[src/rtl/bram_rd_arbiter.sv]
// Round-robin read arbiter sharing one BRAM bank group between REQ_NUM requesters.
// Combinational grant, 3-cycle request-to-data latency, new grant every cycle; hold_i stalls new grants only.
module bram_rd_arbiter #(
    parameter int BANK_NUM        = 4,
    parameter int BANK_ADDR_WIDTH = 12,
    parameter int BANK_DATA_WIDTH = 64,
    parameter int REQ_NUM         = 3
) (
    input  logic                                     clk,
    input  logic                                     rst_p,
    input  logic [REQ_NUM-1:0]                       req_i,
    input  logic [REQ_NUM*BANK_NUM-1:0]              req_bank_en_i,
    input  logic [REQ_NUM*BANK_NUM*BANK_ADDR_WIDTH-1:0] req_addr_i,
    input  logic                                     hold_i,
    output logic [REQ_NUM-1:0]                       gnt_o,
    output logic [BANK_NUM-1:0]                      read_bank_en_o,
    output logic [BANK_NUM*BANK_ADDR_WIDTH-1:0]      read_addr_o,
    input  logic [BANK_NUM*BANK_DATA_WIDTH-1:0]      read_data_i,
    output logic [BANK_NUM*BANK_DATA_WIDTH-1:0]      read_data_o,
    output logic [REQ_NUM-1:0]                       rvalid_o,
    output logic                                     busy_o
);

    localparam int PTR_W   = (REQ_NUM > 1) ? $clog2(REQ_NUM) : 1;
    localparam int SLICE_A = BANK_NUM * BANK_ADDR_WIDTH;

    logic [PTR_W-1:0]    ptr;
    logic [PTR_W-1:0]    win;
    logic                gnt_any;
    logic [REQ_NUM-1:0]  gnt;
    logic [BANK_NUM-1:0] sel_en;
    logic [SLICE_A-1:0]  sel_addr;
    logic [REQ_NUM-1:0]  tag0, tag1, tag2;

    // Scan candidates in priority order starting at ptr; the first requester found wins.
    always_comb begin
        gnt     = '0;
        win     = '0;
        gnt_any = 1'b0;
        if (!rst_p && !hold_i) begin
            for (int k = 0; k < REQ_NUM; k++) begin
                for (int r = 0; r < REQ_NUM; r++) begin
                    if (!gnt_any && req_i[r] && ((int'(ptr) + k) % REQ_NUM) == r) begin
                        gnt_any = 1'b1;
                        gnt[r]  = 1'b1;
                        win     = PTR_W'(r);
                    end
                end
            end
        end
    end

    always_comb begin
        sel_en   = '0;
        sel_addr = '0;
        for (int r = 0; r < REQ_NUM; r++) begin
            if (gnt[r]) begin
                sel_en   = req_bank_en_i[r*BANK_NUM +: BANK_NUM];
                sel_addr = req_addr_i[r*SLICE_A +: SLICE_A];
            end
        end
    end

    always_ff @(posedge clk or posedge rst_p) begin
        if (rst_p) begin
            ptr            <= '0;
            read_bank_en_o <= '0;
            read_addr_o    <= '0;
            tag0           <= '0;
            tag1           <= '0;
            tag2           <= '0;
        end else begin
            // Tags mirror the BRAM's 2-cycle read latency behind the address register.
            tag0 <= gnt;
            tag1 <= tag0;
            tag2 <= tag1;
            if (gnt_any) begin
                ptr            <= (win == PTR_W'(REQ_NUM - 1)) ? '0 : win + PTR_W'(1);
                read_bank_en_o <= sel_en;
                read_addr_o    <= sel_addr;
            end else begin
                read_bank_en_o <= '0;
            end
        end
    end

    assign gnt_o       = gnt;
    assign rvalid_o    = tag2;
    assign read_data_o = read_data_i;
    assign busy_o      = |{tag0, tag1, tag2, gnt};

endmodule

[config.mk]
export PLATFORM = sky130hd
export DESIGN_NAME = bram_rd_arbiter
export DESIGN_NICKNAME = d
export VERILOG_FILES = /design/src/rtl/bram_rd_arbiter.sv
export SDC_FILE = /design/constraint.sdc
export NUM_CORES = 1
export LEC_CHECK = 0
export ABC_CLOCK_PERIOD_IN_PS = 2800
export CORE_AREA = 4 4 286 288
export CTS_BUF_LIST = sky130_fd_sc_hd__clkbuf_16
export CTS_CLUSTER_SIZE = 24
export DETAILED_ROUTE_END_ITERATION = 6
export DIE_AREA = 0 0 290 292
export PLACE_DENSITY_LB_ADDON = 0.05
export SLEW_MARGIN = 20
export SYNTH_ARGS = -nofsm -noshare
export SYNTH_HDL_FRONTEND = slang
export SYNTH_SLANG_ARGS = --single-unit
[constraint.sdc]
create_clock -name clk -period 2.8 [get_ports clk]
set_clock_uncertainty 0.05 [all_clocks]
set_input_delay 0.84 -clock clk [delete_from_list [all_inputs] [get_ports clk]]
set_output_delay 0.84 -clock clk [all_outputs]
set_load 0.01 [all_outputs]
======== Yosys cells after proc, flatten, opt, wreduce, memory -nomap -nowiden ========
Index checks and enable logic that the tools add are counted.
W data, S select, Z words.
storage, ports and cells
  bits in registers ....................... 63
  bits in latches ......................... 0
  RAM bits ................................ 0
  bits in read-only memories .............. 0
  input bits .............................. 418
  output and inout bits ................... 315
  memories kept ........................... 0
operators by class
  $add $sub $neg .......................... 3
  multipliers ............................. 0
  divide/modulo/power cells ............... 3
  order comparisons ....................... 0
  equal/unequal tests ..................... 7
  shift operators ......................... 0
  multiplexer cells ....................... 44
  bitwise operators ....................... 0
  reduce and logical (&&, ||, !) cells .... 32
operators with widths
  cell                     count
  $mux W48                 3
  $eq A32 B2 Y1 const B    3
  $eq A32 B3 Y1 const B    3
  $logic_not A32 Y1        3
  $mod A32 B3 Y32 const B  2
  $mod A3 B3 Y32 const B   1
  $mux W1                  27
  $logic_and A1 B1 Y1      18
  $mux W2                  9
  $mux W4                  4
  $reduce_or A12 Y1        1
  $logic_not A1 Y1         10
  $add A2 B1 Y3 const B    1
  $add A2 B2 Y3 const B    1
  $mux W3                  1
  $add A2 B1 Y2 const B    1
  $eq A2 B2 Y1 const B     1

======== Longest topological paths before layout ========
  word-level depth ........................ 49
  mapped depth ............................ 9
  gate-level depth less buffers ........... 7

======== Least setup slack after synthesis ========
Ideal clock, no wire load.
  path type ............................... input-to-output
  start point ............................. in req_i[2]
  end point ............................... out gnt_o[2]
  arrival time ............................ 1.881 ns
  setup slack ............................. 0.029 ns
  stages on the path ...................... 5
  buffers on the path ..................... 2
  cells stage by stage .................... nor3_1 -> or4_1 -> buf_2 -> buf_2 -> nor2_1
on the way
  longest elaborated chain between the ends .. 34
RTL lines
  item                              RTL line  text
  start, declared                   11        input logic [REQ_NUM-1:0] req_i,
  $logic_and A1 B1 Y1 (2 in a row)  43        if (!gnt_any && req_i[r] && ((int'(ptr) + k) % REQ_NUM) == r) begin
  $mux W1                           43
  $mux W1                           40        if (!rst_p && !hold_i) begin
  $logic_not A1 Y1                  43
  $logic_and A1 B1 Y1 (2 in a row)  43
  $mux W1                           43
  $mux W1                           40
  $logic_not A1 Y1                  43
  [14 not listed]                   --
  $logic_not A1 Y1                  43
  $logic_and A1 B1 Y1 (2 in a row)  43
  $mux W1                           43
  $mux W1                           40
  $logic_not A1 Y1                  43
  $logic_and A1 B1 Y1 (2 in a row)  43
  $mux W1 (*)                       43
  $mux W3 (*)                       40
  end, declared                     15        output logic [REQ_NUM-1:0] gnt_o,
Mark *: on every way between the ends. The rest lies on a longest branch, timed or not. The select of a mux whose other input is x is not followed.

======== Final worst setup path ========
  start point ............................. in req_i[2]
  end point ............................... out gnt_o[0]
on the way
  longest elaborated chain between the ends .. 24
RTL lines
  item                              RTL line
  $logic_and A1 B1 Y1 (2 in a row)  43
  $mux W1                           43
  $mux W1                           40
  $logic_not A1 Y1                  43
  $logic_and A1 B1 Y1 (2 in a row)  43
  $mux W1                           43
  $mux W1                           40
  $logic_not A1 Y1                  43
  [4 not listed]                    --
  $logic_not A1 Y1                  43
  $logic_and A1 B1 Y1 (2 in a row)  43
  $mux W1                           43
  $mux W1                           40
  $logic_not A1 Y1                  43
  $logic_and A1 B1 Y1 (2 in a row)  43
  $mux W1 (*)                       43
  $mux W3 (*)                       40
Marks and branches as above.

==> results.md <==
- DP Area: 7110 um^2
- Root Driver: clkbuf_16
- Final worst setup slack: -0.0772 ns
- Num CTS Buffers: 9
- Final instance count without filler cells: 1627
- Outcome: complete, but fails checks
- Crit path largest cell delay: about 0.58 ns
- Max IR drop VDD: between 0.0004 and 0.0005 V
- Rows: between 100 and 150
- Worst reg2reg path depth: 10
- Slew Limit Headroom: 53.5%
- Synth Cell Area: between 5000 and 6000 um^2
- Critical Path Source Type: input port
- Area Growth Syn to Fin: 39.8%
- Crit share post-route: 103%
- Flops & latches, synth: between 60 and 70
- Final setup viols: 3
- # port buffers: 220
- Share of cells above drive strength 1: approximately 22%
- Clock slew at reported path FFs: ~0.06 ns
- Final nets: around 990
- Most frequent cells in the layout: clkdlybuf4s50_1, dfrtp_1, o21ai_0
- First-pass GRT wire length: 43.9 mm
- Clock period minus worst slack: between 2 and 3 ns
- Worst Setup Path Type: in2out
- Crit path required time: 1.91 ns
- Number of global-route vias before repair: between 4000 and 5000
- Share of the yosys chip area belonging to registers: approximately 29%
- Largest net degree at the start of global routing: 53
- Worst Hold Class: reg2reg
- CP max stage cell: or4_4
- Setup crit end kind: output pin
- PD cells: roughly 900 nW/um^2
- Total clock sinks: 63
- Remaining DRCs: 0
- Commonest non-fill, non-tap cell in the layout: clkdlybuf4s50_1
- Hold Vio Cnt, Final: 0
- # IOs: 733
- Placed cells: approximately 1600
- Post-route ant nets: 0
- Data arrival time of the critical path: around 2 ns
- Hold_buf cts: 0
- Total power: around 6.7 mW
- Worst-skew pair later-pin latency: 0.36 ns
- Synth unique cells: 30
- Failing checks: negative setup slack
- Routability congestion estimate from global placement: ~0.66
- Least-Margin Pin Slew: between 0.6 and 0.7 ns
- Max-Cap Viols: 0
- Die Area: 84700 um^2
- Max Fclk: ~350 MHz
- Vias/cell: approximately 2.5
- Htree depth: 3
- Core area: 78900 um^2
- Crit Path Max Fanout: 5
- Via count: just over 4000
- Critical path cell sequence: clkdlybuf4s15_2 > nor3_2 > or4_4 > nor3_4 > buf_6
- Syn Area/Cell: between 9 and 10 um^2
- RSZ-0062 raised after global routing: true
- Metal3 WL: between 4 and 5 mm
- Die height: slightly below 300 um
- DRT met1 WL: 12.1 mm
- TritonRoute pass-1 iters: 4
- Max-slew violation count: 0
- Die width: between 200 and 300 um
- Met2 wirelength from detailed routing: between 10 and 15 mm
- Antenna violations before repair: 5
- Highest metal used: met5
- Fin area: between 7000 and 8000 um^2
- Yosys Warn Count: 0
- Fillers: between 9000 and 10000
- Gr ovfl total: 0
- CTS max path bufs: 2
- Final Core Density: under 10%
- First DRT Iteration DRCs: roughly 130
- Initial Util: under 10%
- Cells on Worst Hold Path: 0
- Syn_nets: 1008
- Hpwl dp: between 20 and 30 mm
- Lkg Pwr: 2.51 nW
- Total track usage: approximately 7.5%
- CTS tree: yes
- Wire length per cell: roughly 20 um
- Synth Instances: 588
- WL final: between 30 and 40 mm
==> cells by family after synthesis <==
group | count (synthesis) | synth area share, %
adder cells (fa/ha/maj) | 2 | 0.467
AO/OA/AOI/OAI | 160 | 24.6
buffers and inverters | 292 | 39.7
flip-flops | 63 | 29.4
AND/OR/NAND/NOR | 71 | 5.84
==> area by class of cell <==
type	count	area, um^2	area share (%)
sequential	63	1580	21.1
multi-input combinational	233	1740	23.3
timing repair buffer	259	2540	33.9
inverter	3	12.5	0.167
clock buffer	9	225	3.01
antenna	3	7.51	0.100
tap	1050	1310	17.5
clock inverter	7	65.1	0.869
==> sequential cells by signal, summed over array words and instances (netlist names) <==
register and cells:
tag1 3, ptr 2, rvalid_o 3, read_addr_o 48, tag0 3, read_bank_en_o 4
==> per-layer routing <==
| metal | GRT usage, % | up-vias |
|---|---|---|
| li1 | - | 1752 |
| met5 | 0 | - |
| met2 | 11.5 | 369 |
| met1 | 7.91 | 1859 |
| met3 | 5.07 | 114 |
| met4 | 3.93 | 4 |
==> through the flow <==
stage                     setup TNS, ns  hold slack, ns  worst slack (ns)
after floorplan                       0           0.304            0.0292
after global placement           -26.24           0.326            -0.946
after detailed placement         -26.15           0.326            -0.912
after CTS                        -0.233           0.341            -0.113
after global routing             -0.381           0.348            -0.130
final                            -0.146           0.338           -0.0772
==> Yosys cell counts <==
master / n / area [um^2]
a211oi_1: 1 / 7.51
a21o_1: 2 / 15.0
a221oi_1: 6 / 52.6
a221oi_2: 46 / 691
and2_4: 1 / 8.76
and2b_1: 1 / 7.51
buf_2: 16 / 80.1
buf_4: 256 / 1920
buf_6: 6 / 67.6
clkbuf_1: 9 / 33.8
clkbuf_2: 2 / 10.0
dfrtp_1: 63 / 1580
ha_1: 2 / 25.0
inv_1: 3 / 11.3
nand2_1: 52 / 195
nand3_1: 1 / 5.00
nand4_1: 1 / 6.26
nor2_1: 8 / 30.0
nor3_1: 3 / 15.0
nor3_2: 1 / 10.0
nor4_1: 1 / 6.26
nor4_4: 1 / 21.3
o211a_1: 1 / 10.0
o211ai_1: 1 / 7.51
o211ai_2: 1 / 12.5
o21ai_0: 54 / 270
o21ai_1: 46 / 230
o21bai_1: 1 / 7.51
o221a_1: 1 / 11.3
or4_1: 1 / 7.51
==> worst paths after layout <==
kind,from,endpoint,slack (ns)
worst max-delay path,req_i[2],gnt_o[0],-0.08
worst min-delay path,tag1[2],rvalid_o[2],0.34
worst max register to register,ptr[0],read_addr_o[45],0.12
worst min register to register,tag1[2],rvalid_o[2],0.34
max in group asynchronous,rst_p,read_addr_o[20],1.49
min in group asynchronous,rst_p,read_addr_o[25],0.67
==> power breakdown <==
part           switching, mW  internal (mW)
sequential             0.201           1.25
clock                  0.575          0.686
combinational           2.22           1.77
total                   3.00           3.71
==> worst max-delay path, delay by kind of cell <==
family	cells	cell delay, ns
buffers and inverters	2	0.33
and+or+nand+nor	3	0.81
==> what timing repair did <==
action,CTS,global route
setup endpoints to repair,35,9
pin swaps,5,2
resized for setup,47,4
setup buffers,3,0
gates cloned,0,0
(Power assumes the default switching activity.)
